$ cat src/rtl/dbus_pkg.sv
// Shared types and constants for the data-bus initiator (load/store unit).
// RV32I funct3 size/sign codes, FSM state encoding and funct3 legality helpers.
package dbus_pkg;

    localparam int TIMEOUT_DEFAULT = 16;

    localparam logic [2:0] F3_B  = 3'b000;
    localparam logic [2:0] F3_H  = 3'b001;
    localparam logic [2:0] F3_W  = 3'b010;
    localparam logic [2:0] F3_BU = 3'b100;
    localparam logic [2:0] F3_HU = 3'b101;

    typedef enum logic [1:0] {
        IDLE  = 2'd0,
        LOAD  = 2'd1,
        STORE = 2'd2,
        RESP  = 2'd3
    } state_t;

    function automatic logic load_f3_ok(input logic [2:0] f3);
        return (f3 == F3_B) || (f3 == F3_H) || (f3 == F3_W) ||
               (f3 == F3_BU) || (f3 == F3_HU);
    endfunction

    function automatic logic store_f3_ok(input logic [2:0] f3);
        return (f3 == F3_B) || (f3 == F3_H) || (f3 == F3_W);
    endfunction

endpackage

$ cat src/rtl/dbus_lane_steer.sv
// Combinational byte-lane steering: store byte enables/replicated data,
// load lane extraction with sign/zero extension, and alignment check.
module dbus_lane_steer
    import dbus_pkg::*;
(
    input  logic [2:0]  funct3,
    input  logic [1:0]  addr,
    input  logic [31:0] wdata,
    input  logic [31:0] rdata_raw,
    output logic [3:0]  byte_en,
    output logic [31:0] data_in,
    output logic [31:0] rdata_ext,
    output logic        misaligned
);

    logic [7:0]  byte_lane;
    logic [15:0] half_lane;

    assign byte_lane = rdata_raw[{addr, 3'b000} +: 8];
    assign half_lane = rdata_raw[{addr[1], 4'b0000} +: 16];

    // funct3[1:0] encodes access size for both loads and stores
    always_comb begin
        byte_en    = 4'b0000;
        data_in    = 32'h0;
        misaligned = 1'b0;
        case (funct3[1:0])
            2'b00: begin
                byte_en = 4'b0001 << addr;
                data_in = {4{wdata[7:0]}};
            end
            2'b01: begin
                byte_en    = 4'b0011 << {addr[1], 1'b0};
                data_in    = {2{wdata[15:0]}};
                misaligned = addr[0];
            end
            2'b10: begin
                byte_en    = 4'b1111;
                data_in    = wdata;
                misaligned = |addr;
            end
            default: ;
        endcase
    end

    always_comb begin
        rdata_ext = 32'h0;
        case (funct3)
            F3_B:    rdata_ext = {{24{byte_lane[7]}}, byte_lane};
            F3_BU:   rdata_ext = {24'h0, byte_lane};
            F3_H:    rdata_ext = {{16{half_lane[15]}}, half_lane};
            F3_HU:   rdata_ext = {16'h0, half_lane};
            F3_W:    rdata_ext = rdata_raw;
            default: rdata_ext = 32'h0;
        endcase
    end

endmodule

$ cat src/rtl/dbus_initiator.sv
// DarkRISCV load/store unit: accepts one request at a time, drives the Memory
// data port, waits out halt (with timeout) and returns extended load data.
module dbus_initiator
    import dbus_pkg::*;
#(
    parameter int TIMEOUT = TIMEOUT_DEFAULT,
    parameter int XLEN    = 32
) (
    input  logic            clk,
    input  logic            reset,
    input  logic            req_valid,
    output logic            req_ready,
    input  logic            req_load,
    input  logic            req_store,
    input  logic [2:0]      req_funct3,
    input  logic [XLEN-1:0] req_addr,
    input  logic [XLEN-1:0] req_wdata,
    output logic            resp_valid,
    output logic [XLEN-1:0] resp_rdata,
    output logic            resp_err,
    output logic [XLEN-1:0] data_addr,
    output logic [XLEN-1:0] data_in,
    output logic            write,
    output logic            read,
    output logic [3:0]      byte_en,
    input  logic [XLEN-1:0] data_out,
    input  logic            halt,
    output state_t          dbg_state
);

    localparam int CW = $clog2(TIMEOUT + 1);

    // Handshake: a request transfers on a rising clk edge when req_valid and
    // req_ready are both high; req_ready is high only in IDLE, and exactly one
    // response (resp_valid pulse) follows each accepted load/store request.

    state_t          state;
    logic [1:0]      addr_lo_q;
    logic [2:0]      f3_q;
    logic [XLEN-1:0] rdata_q;
    logic            err_q;
    logic [CW-1:0]   wait_cnt;

    logic [2:0]      st_funct3;
    logic [1:0]      st_addr;
    logic [3:0]      st_byte_en;
    logic [XLEN-1:0] st_data_in;
    logic [XLEN-1:0] st_rdata_ext;
    logic            st_misaligned;
    logic            legal;

    assign req_ready = (state == IDLE);
    assign dbg_state = state;

    // In IDLE the steering decodes the incoming request; afterwards the latched one
    assign st_funct3 = (state == IDLE) ? req_funct3    : f3_q;
    assign st_addr   = (state == IDLE) ? req_addr[1:0] : addr_lo_q;

    dbus_lane_steer u_steer (
        .funct3     (st_funct3),
        .addr       (st_addr),
        .wdata      (req_wdata),
        .rdata_raw  (data_out),
        .byte_en    (st_byte_en),
        .data_in    (st_data_in),
        .rdata_ext  (st_rdata_ext),
        .misaligned (st_misaligned)
    );

    assign legal = (req_load ^ req_store) && !st_misaligned &&
                   (req_load ? load_f3_ok(req_funct3) : store_f3_ok(req_funct3));

    always_ff @(posedge clk or posedge reset) begin
        if (reset) begin
            state      <= IDLE;
            addr_lo_q  <= 2'b00;
            f3_q       <= 3'b000;
            rdata_q    <= '0;
            err_q      <= 1'b0;
            wait_cnt   <= '0;
            read       <= 1'b0;
            write      <= 1'b0;
            byte_en    <= 4'b0000;
            data_addr  <= '0;
            data_in    <= '0;
            resp_valid <= 1'b0;
            resp_err   <= 1'b0;
            resp_rdata <= '0;
        end else begin
            resp_valid <= 1'b0;
            resp_err   <= 1'b0;
            resp_rdata <= '0;
            case (state)
                IDLE: begin
                    if (req_valid && (req_load || req_store)) begin
                        addr_lo_q <= req_addr[1:0];
                        f3_q      <= req_funct3;
                        rdata_q   <= '0;
                        if (!legal) begin
                            err_q <= 1'b1;
                            state <= RESP;
                        end else if (req_load) begin
                            err_q     <= 1'b0;
                            read      <= 1'b1;
                            data_addr <= req_addr;
                            wait_cnt  <= '0;
                            state     <= LOAD;
                        end else begin
                            err_q     <= 1'b0;
                            write     <= 1'b1;
                            data_addr <= req_addr;
                            byte_en   <= st_byte_en;
                            data_in   <= st_data_in;
                            state     <= STORE;
                        end
                    end
                end
                LOAD: begin
                    if (!halt) begin
                        rdata_q <= st_rdata_ext;
                        read    <= 1'b0;
                        state   <= RESP;
                    end else if (wait_cnt == CW'(TIMEOUT - 1)) begin
                        read  <= 1'b0;
                        err_q <= 1'b1;
                        state <= RESP;
                    end else begin
                        wait_cnt <= wait_cnt + 1'b1;
                    end
                end
                STORE: begin
                    write   <= 1'b0;
                    byte_en <= 4'b0000;
                    data_in <= '0;
                    state   <= RESP;
                end
                RESP: begin
                    resp_valid <= 1'b1;
                    resp_err   <= err_q;
                    resp_rdata <= err_q ? '0 : rdata_q;
                    state      <= IDLE;
                end
                default: state <= IDLE;
            endcase
        end
    end

endmodule

$ cat config.mk
export PLATFORM = sky130hd
export DESIGN_NAME = dbus_initiator
export DESIGN_NICKNAME = d
export VERILOG_FILES = /design/src/rtl/dbus_pkg.sv /design/src/rtl/dbus_lane_steer.sv /design/src/rtl/dbus_initiator.sv
export SDC_FILE = /design/constraint.sdc
export NUM_CORES = 1
export LEC_CHECK = 0
export CAP_MARGIN = 20
export CORE_UTILIZATION = 48
export DETAILED_ROUTE_END_ITERATION = 7
export MAX_ROUTING_LAYER = met4
export PLACE_DENSITY = 0.81
export SYNTH_ARGS = -nofsm -noshare
export SYNTH_HDL_FRONTEND = slang
export SYNTH_SLANG_ARGS = --single-unit
$ cat constraint.sdc
create_clock -name clk -period 5.7 [get_ports clk]
set_clock_uncertainty 0.05 [all_clocks]
set_input_delay 1.14 -clock clk [delete_from_list [all_inputs] [get_ports clk]]
set_output_delay 1.14 -clock clk [all_outputs]
set_load 0.02 [all_outputs]
== Yosys cells after proc, flatten, opt, wreduce, memory -nomap -nowiden ==
Index checks and enable logic that the tools add are counted.
Word-level totals
  register bits after elaboration: 149
  output and inout port bits: 107
Operators by class
  add/subtract/negate cells: 1
  eq/ne operators: 23
  shift operators: 4
  multiplexer cells: 49
  bitwise gates (word level): 1
  reductions and logical operators: 24
Operators by type and width (count)
  $mux W32: 7
  $pmux W32 S5: 1
  $pmux W32 S2: 2
  $pmux W32 S3: 1
  $shiftx A32 B6 Y16: 1
  $shiftx A32 B6 Y8: 1
  $mux W5: 5
  $mux W1: 15
  $eq A3 B3 Y1 const B: 4
  $mux W2: 6
  $mux W4: 3
  $pmux W4 S3: 1
  $ne A2 B2 Y1 const B: 5
  $pmux W5 S2: 1
  $pmux W1 S2: 4
  $pmux W2 S4: 1
  $pmux W4 S2: 1
  $reduce_and A4 Y1: 2
  $eq A2 B2 Y1 const B: 3
  $eq A3 B1 Y1 const B: 2
  $eq A3 B2 Y1 const B: 2
  $logic_not A3 Y1: 2
  $ne A2 B1 Y1 const B: 3
  $reduce_and A3 Y1: 2
  other kinds (17): 27

== Depth between registers and ports, before layout ==
  depth in word-level cells: 10
  gate-level depth with buffers: 15
  gate-level depth less buffers: 10

== By module ==
A second synthesis with hierarchy kept.
Second synthesis, totals
  cell total of the unflattened synthesis: 629
  area, all modules: 6956.7 um^2
By module, submodules not included
  dbus_initiator: instances 1, cells an instance 451, area each 5908.2 um^2, seq. area each 3728.6 um^2
  dbus_lane_steer: instances 1, cells an instance 178, area each 1048.5 um^2, seq. area each 0.0 um^2

== Least setup slack after synthesis ==
Ideal clock, no wire load.
  path type: register to register
  from: register state[0] (netlist: dbg_state[0])
  to: register data_addr[0]
  setup time: 125 ps
  arrival time: 3454 ps
  setup slack: 2070 ps
  cell stages (with the launch flop): 16
  cell sequence: dfrtp_1 > inv_1 > ha_1 > buf_6 > buf_2 > buf_1 > mux2_2 > inv_1 > ha_1 > buf_2 > a21oi_1 > or3_1 > o2111a_1 > buf_6 > buf_6 > mux2_4
On the way
  word-level cells in the longest chain between the ends: 8
RTL lines
  start: declaration: RTL line dbus_initiator.sv:37  | state_t state;
  start signal: assignment: RTL line dbus_initiator.sv:75  | state <= IDLE;
  start signal: assignment: RTL line dbus_initiator.sv:101  | state <= RESP;
  start signal: assignment: RTL line dbus_initiator.sv:107  | state <= LOAD;
  $logic_not A2 Y1 *
  via req_ready: RTL line dbus_initiator.sv:12  | output logic req_ready,
  $mux W3 / $mux W2 (equally long branches): RTL line dbus_initiator.sv:56, dbus_initiator.sv:57
  $eq A2 B2 Y1 (tied with other cells): RTL line dbus_lane_steer.sv:27  | case (funct3[1:0])
  $pmux W1 S2: RTL line dbus_lane_steer.sv:27
  $logic_not A1 Y1: RTL line dbus_initiator.sv:70  | assign legal = (req_load ^ req_store) && !st_misaligned &&
  $logic_and A1 B1 Y1 (2 in series): RTL line dbus_initiator.sv:70
  $reduce_and A3 Y1 (no source line) *
  end signal: assignment: RTL line dbus_initiator.sv:105  | data_addr <= req_addr;
  end signal: assignment: RTL line dbus_initiator.sv:111  | data_addr <= req_addr;
  end: declaration: RTL line dbus_initiator.sv:21  | output logic [XLEN-1:0] data_addr,
The timed path passes the listed nets; every way through them passes the cells marked *.
A chain may end at the register's enable or synchronous reset.

== Final worst setup path ==
  from: input req_funct3[1]
  to: register rdata_q[8]
On the way
  word-level cells in the longest chain between the ends: 5
RTL lines
  start: declaration: RTL line dbus_initiator.sv:15  | input logic [2:0] req_funct3,
  $mux W3 *: RTL line dbus_initiator.sv:56  | assign st_funct3 = (state == IDLE) ? req_funct3 : f3_q;
  $eq A3 B2 Y1 (tied with other cells): RTL line dbus_lane_steer.sv:48  | case (funct3)
  $pmux W32 S5 *: RTL line dbus_lane_steer.sv:48
  $mux W32 *: RTL line dbus_initiator.sv:119  | if (!halt) begin
  $pmux W32 S2 *: RTL line dbus_initiator.sv:93  | case (state)
  end signal: assignment: RTL line dbus_initiator.sv:120  | rdata_q <= st_rdata_ext;
  end: declaration: RTL line dbus_initiator.sv:40  | logic [XLEN-1:0] rdata_q;
Every way passes the cells marked *; elsewhere a longest branch is shown, timed or not. The select of a mux whose other input is x is not followed.

==> impl_metrics.ini <==
[place]
gp_congestion = 0.911
port_buffers = 211
hpwl_um = 15000

[job]
maxCapViolCount = 0

[timing]
setup_violations = 0
post-route-min-period_ps = 3760
tns_ps = 0
rsz0062_at_grt = false
relSlewSlack_pct = 42.1
hold_violations = 0
max_freq_ghz = 0.266
drv_slew = 0
timing_worst_slew_pin_value_ps = 863
timing.final.crit_share_pct = 66.0

[yosys]
ys_types = 53
synth_edf_count = 0
ys_ff_latch = 149
syn_avg_cell_area_um2 = 11.0
synthCells = 667
synth_warnings = 0
ys_seq_area_share_pct = 51.0
ys.flop_type = dfrtp_1
synth_top_cell_by_area = dfrtp_1
synth_area_mm2 = 0.00731
ys_top_cells_by_area = dfrtp_1, mux2_4, nand3_1
synth.net_count = 783
yosysTopAreaCellShare_pct = 51.0
ys_top_cells_by_count = dfrtp_1, nand3_1, nand2_1
yosys.cell_count.top_type = dfrtp_1
async_flop_share_pct = 100

[drt]
avgRoutedWirePerCell_um = 20.3
vias_per_cell = 6.10
finalWirelength_um = 21300
vias = 6392
antenna_left = 0
dr.first_iter.drc_count = 701
drtPass1Iterations = 8
drcViolationCount = 16

[pwr]
ir_drop_mv = 0.359
power_mw = 4.97
power.density_mw_per_mm2 = 491
p_leak_nw = 4.40

[status]
status = complete, but fails checks
violations = DRC

[setup_path]
critPathKind = in2reg
r2r_cells = 12
crit_required_ps = 6010
cp-end-kind = flop
cp-start-kind = input port
arrival_ps = 4080
critical_path_peak_fanout = 45

[die]
row_count = 44
design.die.area_mm2 = 0.0157
core_mm2 = 0.0147
die_x_um = 125
ios = 212
die_h_um = 125
start_util_pct = 49.7

[worst_hold_path]
hold_path_depth = 2
hold_path_class = reg2reg

[grt]
grt_pass1_vias = 6240
antenna_found_initial = 0
grt_max_degree = 122
track_usage_pct = 28.8
grt_remaining_overflow = 0
grt_pass1_wl_um = 34100

[clock_tree]
clock-sinks = 149
cts_htree_levels = 4
cts.clk_slew.worst_paths_ps = 60
holdBufCountCts = 0
cts-root-buf = clkbuf_16
cts_setup_buffers = 0
post_cts_resized = 0
clk_latency_ps = 420
cts_buffers = 17
ctsLongestPathBuffers = 2
cts_tree = yes

[cells_and_area]
nets = 967
synthToLayoutAreaGrowth_pct = 38.5
final_util_pct = 68.9
drive_gt1_share_pct = 11.1
diodes = 0
-- worst max-delay path: stages --
cell and delay [ps]:
clkdlybuf4s50_1 480, mux2_2 340, inv_1 100, ha_1 170
buf_4 410, or2_2 300, nor2_1 100, nand3b_2 510
nor2_4 340, a221o_1 150
-- cells by family (layout without fill, tap and decap cells) --
logic type	count (synthesis)	in the layout	share of synthesized area (%)
multiplexers	58	58	10.3
buffers and inverters	75	272	4.72
AO/OA/AOI/OAI	168	168	17.8
adder cells (fa/ha/maj)	11	11	1.88
flip-flops	149	149	51.0
AND/OR/NAND/NOR	206	206	14.2
-- per-stage QoR --
step                instance area [um2]  std cells  hold WS, ps  worst slack, ps
floorplan                          7310        667          392              502
global placement                   9450       1013          409             1590
detailed placement                 9480       1014          414             1430
CTS                               10100       1046          429             1890
global route                      10100       1048          458             1770
finish                            10100       1048          428             1940
-- worst paths after layout --
path / startpoint / to / slack (ps)
min in group asynchronous: reset / rdata_q[1]$_DFFE_PP0P_ / 1060
max: req_funct3[1] / rdata_q[8]$_DFFE_PP0P_ / 1940
max reg2reg: dbg_state[1]$_DFFE_PP0P_ / rdata_q[8]$_DFFE_PP0P_ / 2060
min: f3_q[2]$_DFFE_PP0P_ / f3_q[2]$_DFFE_PP0P_ / 430
min reg2reg: f3_q[2]$_DFFE_PP0P_ / f3_q[2]$_DFFE_PP0P_ / 430
max in group asynchronous: reset / addr_lo_q[0]$_DFFE_PP0P_ / 3380
-- layout by cell type (no fill, tap or decap), types with 4 or more instances in the layout --
cell type	n
o31ai_1	29
nor2b_1	7
clkbuf_16	17
a221oi_1	25
nor2_1	10
a221o_1	8
o21ai_0	15
dfrtp_1	149
clkdlybuf4s50_1	211
mux2_4	30
or2_2	4
inv_6	5
nand3_1	70
buf_4	9
inv_1	15
a22oi_1	34
ha_1	11
a21o_1	4
mux2i_1	17
mux2_2	10
o221ai_1	5
nand2_1	62
a21oi_1	9
and2_1	36
a22o_1	10
a222oi_1	8
nand4_1	6
-- routing by layer --
| layer | track usage (%) | wire [um] | part of all wire (%) |
|---|---|---|---|
| met5 | - | 0 | 0 |
| met4 | 12.3 | 717 | 3.4 |
| met2 | 43.6 | 10100 | 47 |
| met1 | 37.7 | 8720 | 41 |
| met3 | 5.69 | 1820 | 8.5 |
-- layout make-up --
| type | instances | area [um2] |
|---|---|---|
| timing repair buffer | 223 | 2250 |
| fill | 1058 | 4580 |
| inverter | 17 | 68.8 |
| tap | 184 | 230 |
| clock inverter | 14 | 168 |
| clock buffer | 18 | 429 |
| multi-input combinational | 443 | 3240 |
| sequential | 149 | 3730 |
-- sequential cells by signal (all words and copies together), names as in the netlist, 2 cells and up --
register and flops:
data_addr 32, rdata_q 32, wait_cnt 5, data_in 32, dbg_state 2, f3_q 3
addr_lo_q 2, byte_en 4, resp_rdata 32
-- power by group --
group	leakage, nW	switching (mW)	internal (mW)	total, mW
Sequential	2.01	0.171	1.30	1.47
Clock	0.292	0.476	0.660	1.14
Combinational	2.10	1.37	0.996	2.37
Total	4.40	2.02	2.95	4.97
No activity file was read; power rests on OpenSTA's default activity.
